--- config.mk ---
export PLATFORM = sky130hd
export DESIGN_NAME = pulse_gen
export DESIGN_NICKNAME = d
export VERILOG_FILES = /design/src/rtl/pulse_gen_pkg.sv /design/src/rtl/pulse_gen_timer.sv /design/src/rtl/pulse_gen.sv
export SDC_FILE = /design/constraint.sdc
export NUM_CORES = 1
export LEC_CHECK = 0
export CAP_MARGIN = 25
export CORE_UTILIZATION = 55
export DETAILED_ROUTE_END_ITERATION = 10
export DONT_BUFFER_PORTS = 1
export GPL_TIMING_DRIVEN = 0
export PLACE_DENSITY = 0.82
export SETUP_SLACK_MARGIN = 0.05
export SYNTH_ARGS = -nofsm -noshare
export SYNTH_HDL_FRONTEND = slang
export SYNTH_SLANG_ARGS = --single-unit
--- constraint.sdc ---
create_clock -name clk -period 5.31 [get_ports clk]
set_clock_uncertainty 0.05 [all_clocks]
set_input_delay 0.531 -clock clk [delete_from_list [all_inputs] [get_ports clk]]
set_output_delay 0.531 -clock clk [all_outputs]
set_load 0.05 [all_outputs]
--- src/rtl/pulse_gen_pkg.sv ---
// Shared types and constants for the pulse_gen pulse-train generator.
package pulse_gen_pkg;

    typedef enum logic [1:0] {
        IDLE = 2'd0,
        HIGH = 2'd1,
        LOW  = 2'd2,
        DONE = 2'd3
    } state_t;

    // Smallest period that still leaves one low cycle between pulses
    localparam int MIN_PERIOD = 2;
    // Shortest high phase the counter can see
    localparam int MIN_HIGH   = 1;

endpackage

--- src/rtl/pulse_gen_timer.sv ---
// Loadable down-counter shared by the HIGH and LOW phases.
// It stops at zero (no wrap); expire is high while the count is zero.
module pulse_gen_timer #(
    parameter int CNT_W = 24
) (
    input  logic             clk,
    input  logic             rst_n,
    input  logic             load,
    input  logic [CNT_W-1:0] load_val,
    output logic             expire
);

    logic [CNT_W-1:0] cnt;

    // Load takes priority; otherwise count down and hold at zero
    always_ff @(posedge clk or negedge rst_n) begin
        if (!rst_n)
            cnt <= '0;
        else if (load)
            cnt <= load_val;
        else if (cnt != '0)
            cnt <= cnt - 1'b1;
    end

    assign expire = (cnt == '0);

endmodule

--- src/rtl/pulse_gen.sv ---
// Programmable pulse-train generator: N pulses with a clamped period and
// high time, start/busy/done handshake, abort.
// Optional feature macro: PULSE_GEN_CONTINUOUS_EN (n_pulses==0 runs until
// abort, sent wraps instead of saturating).
module pulse_gen
    import pulse_gen_pkg::*;
#(
    parameter int CNT_W = 24,
    parameter int N_W   = 8
) (
    input  logic             clk,
    input  logic             rst_n,
    input  logic             start,
    input  logic             abort,
    input  logic [N_W-1:0]   n_pulses,
    input  logic [CNT_W-1:0] period,
    input  logic [CNT_W-1:0] high_time,
    output logic             pulso,
    output logic             busy,
    output logic             done,
    output logic [N_W-1:0]   sent
);

`ifdef PULSE_GEN_CONTINUOUS_EN
    localparam bit CONT_EN = 1'b1;
`else
    localparam bit CONT_EN = 1'b0;
`endif

    state_t           state, state_n;
    logic [N_W-1:0]   n_lat;
    logic [CNT_W-1:0] hi_lat, lo_lat;
    logic [CNT_W-1:0] per_eff, hi_eff, lo_eff;
    logic [N_W-1:0]   sent_inc;
    logic             load, expire, more;
    logic [CNT_W-1:0] load_val;

    // Clamp the requested timing so every pulse has >=1 high and >=1 low cycle
    always_comb begin
        per_eff = period;
        if (period < CNT_W'(MIN_PERIOD))
            per_eff = CNT_W'(MIN_PERIOD);
        hi_eff = high_time;
        if (high_time < CNT_W'(MIN_HIGH))
            hi_eff = CNT_W'(MIN_HIGH);
        else if (high_time > per_eff - CNT_W'(1))
            hi_eff = per_eff - CNT_W'(1);
        lo_eff = per_eff - hi_eff;
    end

    // Saturating count in burst mode, wrapping count in continuous mode
    always_comb begin
        sent_inc = sent + 1'b1;
        if (!CONT_EN && sent == '1)
            sent_inc = sent;
    end

    // A zero latched count only reaches LOW in continuous mode
    assign more = (CONT_EN && n_lat == '0) || (sent < n_lat);

    // Next-state logic; the timer reloads on every entry into HIGH or LOW
    always_comb begin
        state_n = state;
        case (state)
            IDLE: if (start && !abort)
                      state_n = (n_pulses != '0 || CONT_EN) ? HIGH : DONE;
            HIGH: if (abort)       state_n = DONE;
                  else if (expire) state_n = LOW;
            LOW:  if (abort)       state_n = DONE;
                  else if (expire) state_n = more ? HIGH : DONE;
            DONE: state_n = IDLE;
            default: state_n = IDLE;
        endcase
        load     = (state_n == HIGH || state_n == LOW) && (state_n != state);
        load_val = lo_lat - CNT_W'(1);
        if (state_n == HIGH)
            load_val = ((state == IDLE) ? hi_eff : hi_lat) - CNT_W'(1);
    end

    pulse_gen_timer #(.CNT_W(CNT_W)) u_timer (
        .clk      (clk),
        .rst_n    (rst_n),
        .load     (load),
        .load_val (load_val),
        .expire   (expire)
    );

    // State, registered outputs, latched config and sent counter
    always_ff @(posedge clk or negedge rst_n) begin
        if (!rst_n) begin
            state  <= IDLE;
            pulso  <= 1'b0;
            busy   <= 1'b0;
            done   <= 1'b0;
            sent   <= '0;
            n_lat  <= '0;
            hi_lat <= '0;
            lo_lat <= '0;
        end else begin
            state <= state_n;
            pulso <= (state_n == HIGH);
            busy  <= (state_n == HIGH) || (state_n == LOW);
            done  <= (state_n == DONE);
            if (state == IDLE && state_n != IDLE) begin
                n_lat  <= n_pulses;
                hi_lat <= hi_eff;
                lo_lat <= lo_eff;
                sent   <= (state_n == HIGH) ? N_W'(1) : '0;
            end else if (state == LOW && state_n == HIGH) begin
                sent <= sent_inc;
            end
        end
    end

endmodule
==> flow_summary.ini, run 1 <==
[run_status]
status = complete, but fails checks
violations = negative setup slack

[worst_hold_path]
min_path_type = in2async

[worst_setup_path]
r2r_slack_ns = -0.46
path_max_fanout = 5
endpoint_kind = register
critical_path_required_ns = 5.48
critical-path-max-stage-delay_ns = 0.58
critPathKind = in2reg
r2r-end = u_timer.cnt[20]$_DFFE_PN0P_
critPathArrivalTime_ns = 7.39
startpoint_type = input port
r2r-start = u_timer.cnt[3]$_DFFE_PN0P_
worst_r2r_path_depth = 19
path_common_cell = o21ai_2
critPathSlowestCell = or4_4

[route]
drc = 0
vias = 7901
highest_layer = met4
m1WireLength_um = 9840
drt_pass1_iterations = 5
dr_wl_met2_um = 12000
viasPerCell = 6.70
ant_nets = 0
wl_um = 26000
route.met3.wl_um = 2480
routedWlPerCell_um = 22.0
drtIter0Drc = 943

[timing]
drv_slew = 0
worst_pin_slew_ns = 0.899
relSlewSlack = 0.395
fin_crit_ns = 7.22
post-route-period-util = 1.36
rsz0062_at_grt = true
final_hold_viol_count = 0
fmaxAchievable_mhz = 138
finalSetupViolCount = 46
timing.final.ws_setup_ns = -1.91

[floorplanning]
fp-row-count = 42
die_x_um = 119
fp.dieH_um = 119
io_pins = 71
coreArea_mm2 = 0.0133
dieArea_mm2 = 0.0142
start_util = 0.566

[synthesis]
synth_edf_count = 0
syn_area_mm2 = 0.00753
yosys_warnings = 0
syn-num-nets = 1035
synth_top_area_frac = 0.309
synth_top_area_cell = dfrtp_1
synth_common_cells = 132 x nand2_1, 93 x dfrtp_1, 82 x o21ai_0
syn_area_per_cell_um2 = 8.24
synth-main-ff-cell = dfrtp_1
ys_ff_latch = 93
synth_most_common_cell = nand2_1
ys_types = 75
syn_inst = 914
ys_async_sr_fraction = 1.00
yosysSeqAreaShare = 0.309
synth_area_leaders = dfrtp_1 31%, ha_1 10%, nand2_1 6.6%

[cells_and_area]
n_antenna_cell = 0
finalNetCount = 1119
drive_above_1_share = 0.224
area_growth_pct = 26.5
finalInstanceArea_mm2 = 0.00952
fin_util = 0.716

[cts]
clkTransAtPathRegs_ns = 0.08
cts-root-buf = clkbuf_16
cts_tree = done
clkLatencyLatePin_ns = 0.36
clock-sinks = 93
h-tree-depth = 3
cts_buffers = 9
cts_buffer_depth = 2

[global_route]
grt_max_degree = 94
grt_usage = 0.363
antenna_found_initial = 0
grt_pass1_wl_um = 39700
overflow = 0
grt_pass1_vias = 7641

[job]
maxCapViolations = 0

[pwr]
irDropWorstVdd_mv = 0.340
p_leak_nw = 3.98
power_density_mw_per_mm2 = 648
power_mw = 6.17

[placed_design]
dpl_cell_area_mm2 = 0.00799
dp_hpwl_um = 17200
port_buffers = 0
gp_congestion = 0.979
-- worst max path at each step --
stage	startpoint	endpoint	slack, ns
6_report	period[4]	lo_lat[23]$_DFFE_PN0P_	-1.91
5_1_grt	period[4]	lo_lat[23]$_DFFE_PN0P_	-2.08
4_1_cts	period[1]	lo_lat[23]$_DFFE_PN0P_	-1.77
3_5_place_dp	period[4]	lo_lat[22]$_DFFE_PN0P_	-3.45
3_3_place_gp	period[4]	lo_lat[22]$_DFFE_PN0P_	-3.36
2_1_floorplan	period[19]	lo_lat[23]$_DFFE_PN0P_	-1.80
-- repair_timing --
action,CTS,global route
pin swaps,76,28
gates cloned,0,0
hold endpoints to repair,93,0
endpoints found under the setup margin,74,76
setup buffers,61,17
resized for setup,103,26
hold buffers,1,0
-- cells in the final DEF, fill, tap and decap left out, drive strengths merged, types with 6 or more instances in the layout --
| master | count |
|---|---|
| and2 | 9 |
| or2 | 12 |
| or3 | 15 |
| clkbuf | 63 |
| ha | 60 |
| a211oi | 10 |
| mux2i | 15 |
| nor3 | 24 |
| o21ai | 85 |
| nand2b | 8 |
| o211ai | 30 |
| a31oi | 9 |
| a21o | 14 |
| xnor2 | 35 |
| nor4 | 28 |
| nand2 | 132 |
| inv | 29 |
| dfrtp | 93 |
| nand3 | 16 |
| nor2 | 65 |
| a21oi | 42 |
| or4 | 9 |
| and3 | 6 |
| o31ai | 6 |
| xor2 | 22 |
| buf | 81 |
| nand4 | 15 |
-- area by class of cell --
class | instances | area [um2]
buffer | 62 | 329
clock buffer | 9 | 225
clock inverter | 7 | 109
fill | 899 | 3770
inverter | 28 | 105
multi-input combinational | 731 | 5590
sequential | 93 | 2330
tap | 176 | 220
timing repair buffer | 73 | 609
-- sequential cells by signal, summed over array words and instances, names as in the netlist --
name,flops
busy,1
done,1
pulso,1
hi_lat,24
state,2
n_lat,8
u_timer.cnt,24
lo_lat,24
sent,8
-- metrics by stage --
| step | TNS [ns] | hold WS, ns | cells | worst slack (ns) |
|---|---|---|---|---|
| 2_1_floorplan | -36.31 | 0.185 | 914 | -1.80 |
| 3_3_place_gp | -113.72 | 0.187 | 1090 | -3.36 |
| 3_5_place_dp | -121.55 | 0.187 | 1090 | -3.45 |
| 4_1_cts | -43.02 | 0.0652 | 1166 | -1.77 |
| 5_1_grt | -59.40 | 0.0441 | 1179 | -2.08 |
| 6_report | -50.28 | 0.0217 | 1179 | -1.91 |
-- cell families (layout without fill, tap and decap cells) --
group | Yosys count | after routing | synth area share
compound gates | 240 | 240 | 0.211
xor+xnor | 57 | 57 | 0.0663
fa+ha+maj | 61 | 61 | 0.102
buf+inv | 90 | 179 | 0.0482
flops | 93 | 93 | 0.309
mux | 19 | 19 | 0.0291
simple gates | 354 | 354 | 0.234
-- critical path: cells and delay by family --
family,cells,cell delay (ns)
AND/OR/NAND/NOR,11,2.67
adder cells (fa/ha/maj),3,0.69
AO/OA/AOI/OAI,12,2.44
buffers and inverters,6,0.86
XOR/XNOR,1,0.17
-- layer usage --
layer  vias up  track usage
li1       3471            -
met1      3708        0.435
met2       577        0.597
met3       145       0.0814
met4         0        0.210
met5         -            0
-- where the power goes --
group          internal [mW]  switching, mW
Clock                  0.419          0.312
Sequential              1.07          0.308
Combinational           1.63           2.43
Total                   3.12           3.05
Note: power is estimated with default switching activity, not from simulation.
==> run 2: changes to the inputs <==
SETUP_SLACK_MARGIN = 0.1   (was 0.05)
SKIP_LAST_GASP = 1   (was unset)
==> run 2 against run 1 <==
Effect of this change: the run still ends with negative setup slack left; hold slack better by 0.0057 ns; setup slack better by 0.12 ns; via count up 3.7%; count of clock-buffer cells in the layout unchanged; sequential power about the same; sequential share of layout area down 0.89 points; wire length up 4.8%; first-iteration DRC count up 17%; register-to-register slack worse by 0.28 ns; utilization up 2.7 points.
==> flow_summary.ini, run 2 (synthesis gave the netlist of run 1 again) <==
[cells_and_area]
final_cell_mix = 129 x nand2_1, 92 x dfrtp_1, 86 x buf_4, 63 x o21ai_0, 57 x nor2_1
finalNetCount = 1155
n_antenna_cell = 0
drive_above_1_share = 0.262
reg_top3 = hi_lat (24), lo_lat (24), u_timer.cnt (24)
final_common_cell = nand2_1
fin_util = 0.743
area_growth_pct = 31.3
final_cells = 1215

[route]
ant_nets = 0
vias = 8191
wl_um = 27200
drtIter0Drc = 1104
drt_pass1_iterations = 6
viasPerCell = 6.74
routedWlPerCell_um = 22.4
drc = 0

[pwr]
p_leak_nw = 4.22
irDropWorstVdd_mv = 0.339
power_density_mw_per_mm2 = 643

[timing]
worst_pin_slew_ns = 1.01
final_hold_viol_count = 0
timing.final.ws_setup_ns = -1.80
finalSetupViolCount = 45
post-route-period-util = 1.34
drv_slew = 0
relSlewSlack = 0.324
fin_crit_ns = 7.11
rsz0062_at_grt = true
fmaxAchievable_mhz = 141
timing.hold.ws_ns = 0.0273

[global_route]
grt_max_degree = 94
overflow = 0
grt_pass1_wl_um = 41500
grt_usage = 0.374
antenna_found_initial = 0
grt_pass1_vias = 8181

[cts]
cts_buffer_depth = 2
clock-sinks = 93
cts-root-buf = clkbuf_16
clkTransAtPathRegs_ns = 0.07
cts_tree = done
cts_buffers = 9
h-tree-depth = 3
clkLatencyLatePin_ns = 0.36

[floorplanning]
die_x_um = 119
fp-row-count = 42
fp.dieH_um = 119
dieArea_mm2 = 0.0142
io_pins = 71
coreArea_mm2 = 0.0133
start_util = 0.566

[placed_design]
dp.cells = 1090
port_buffers = 0
gp_congestion = 0.991
dp_hpwl_um = 16900
place_ws_ns = -3.24

[worst_setup_path]
critical_path_required_ns = 5.48
critPathArrivalTime_ns = 7.27
worstPathBufferInverterCount = 6
crit_family = simple AND/OR/NAND/NOR gates
endpoint_kind = register
critPathKind = in2reg
path_common_cell = buf_4
critPathSlowestCell = or4_4
critical-path-max-stage-delay_ns = 0.58
path_max_fanout = 5
startpoint_type = input port

[worst_hold_path]
min_path_type = in2async

[run_status]
violations = negative setup slack
status = complete, but fails checks

[job]
maxCapViolations = 0
-- run 2: cell count changes in the layout (fill, tap and decap cells not counted), moves of 3 or more --
cell,before,now
buf_4,61,86
buf_6,14,22
xnor2_1,31,24
xnor2_2,3,9
nor2_1,60,57
-- run 2: path summary, 6_finish.rpt --
kind | slack, ns | to | startpoint | cells past startpoint
setup / recovery | -1.80 | lo_lat[19]$_DFFE_PN0P_ | period[22] | 30
hold / removal | 0.03 | lo_lat[0]$_DFFE_PN0P_ | rst_n | 1
setup reg to reg | -0.74 | u_timer.cnt[20]$_DFFE_PN0P_ | u_timer.cnt[3]$_DFFE_PN0P_ | 21
hold reg to reg | 0.43 | hi_lat[23]$_DFFE_PN0P_ | hi_lat[23]$_DFFE_PN0P_ | 2
max in group asynchronous | 4.79 | u_timer.cnt[15]$_DFFE_PN0P_ | rst_n | 1
min in group clk | 0.24 | n_lat[0]$_DFFE_PN0P_ | n_pulses[0] | 2
-- run 2: cell type report --
type | count | area, um2
tap | 176 | 220
timing repair buffer | 109 | 942
clock buffer | 9 | 225
buffer | 62 | 322
fill | 840 | 3410
clock inverter | 7 | 67.6
multi-input combinational | 731 | 5670
inverter | 28 | 105
sequential | 93 | 2330
-- run 2: per-layer routing --
metal | GRT usage | up-vias | wire (um)
met4 | 0.223 | 0 | 1730
met3 | 0.0599 | 163 | 2810
li1 | - | 3534 | -
met2 | 0.621 | 654 | 12700
met1 | 0.456 | 3840 | 9940
met5 | 0 | - | 0
-- run 2: worst register-to-register path: cells and delay by family (launching register included) --
family | cells | cell delay, ns
flip-flops | 1 | 0.41
AND/OR/NAND/NOR | 11 | 3.04
adder cells (fa/ha/maj) | 2 | 0.58
multiplexers | 1 | 0.35
buffers and inverters | 4 | 0.80
AO/OA/AOI/OAI | 3 | 0.67
-- run 2: per-stage QoR --
| stage | power (mW) | setup TNS (ns) | cell area, um2 |
|---|---|---|---|
| floorplan | 3.73 | -36.31 | 7770 |
| global route | 6.71 | -58.57 | 9880 |
| finish | 6.35 | -51.10 | 9880 |
| global placement | 4.39 | -96.88 | 7990 |
| detailed placement | 4.48 | -102.88 | 7990 |
| CTS | 5.83 | -41.52 | 9510 |
-- run 2: what timing repair did --
item,CTS,global route
hold endpoints to repair,93,0
hold buffers,1,0
pin swaps,69,45
buffers inserted,90,20
endpoints found under the setup margin,72,59
gates cloned,0,0
gates resized for setup,105,53
-- run 2: power breakdown --
part           internal [mW]  switching (mW)
combinational           1.77            2.55
sequential              1.07           0.318
clock                  0.329           0.310
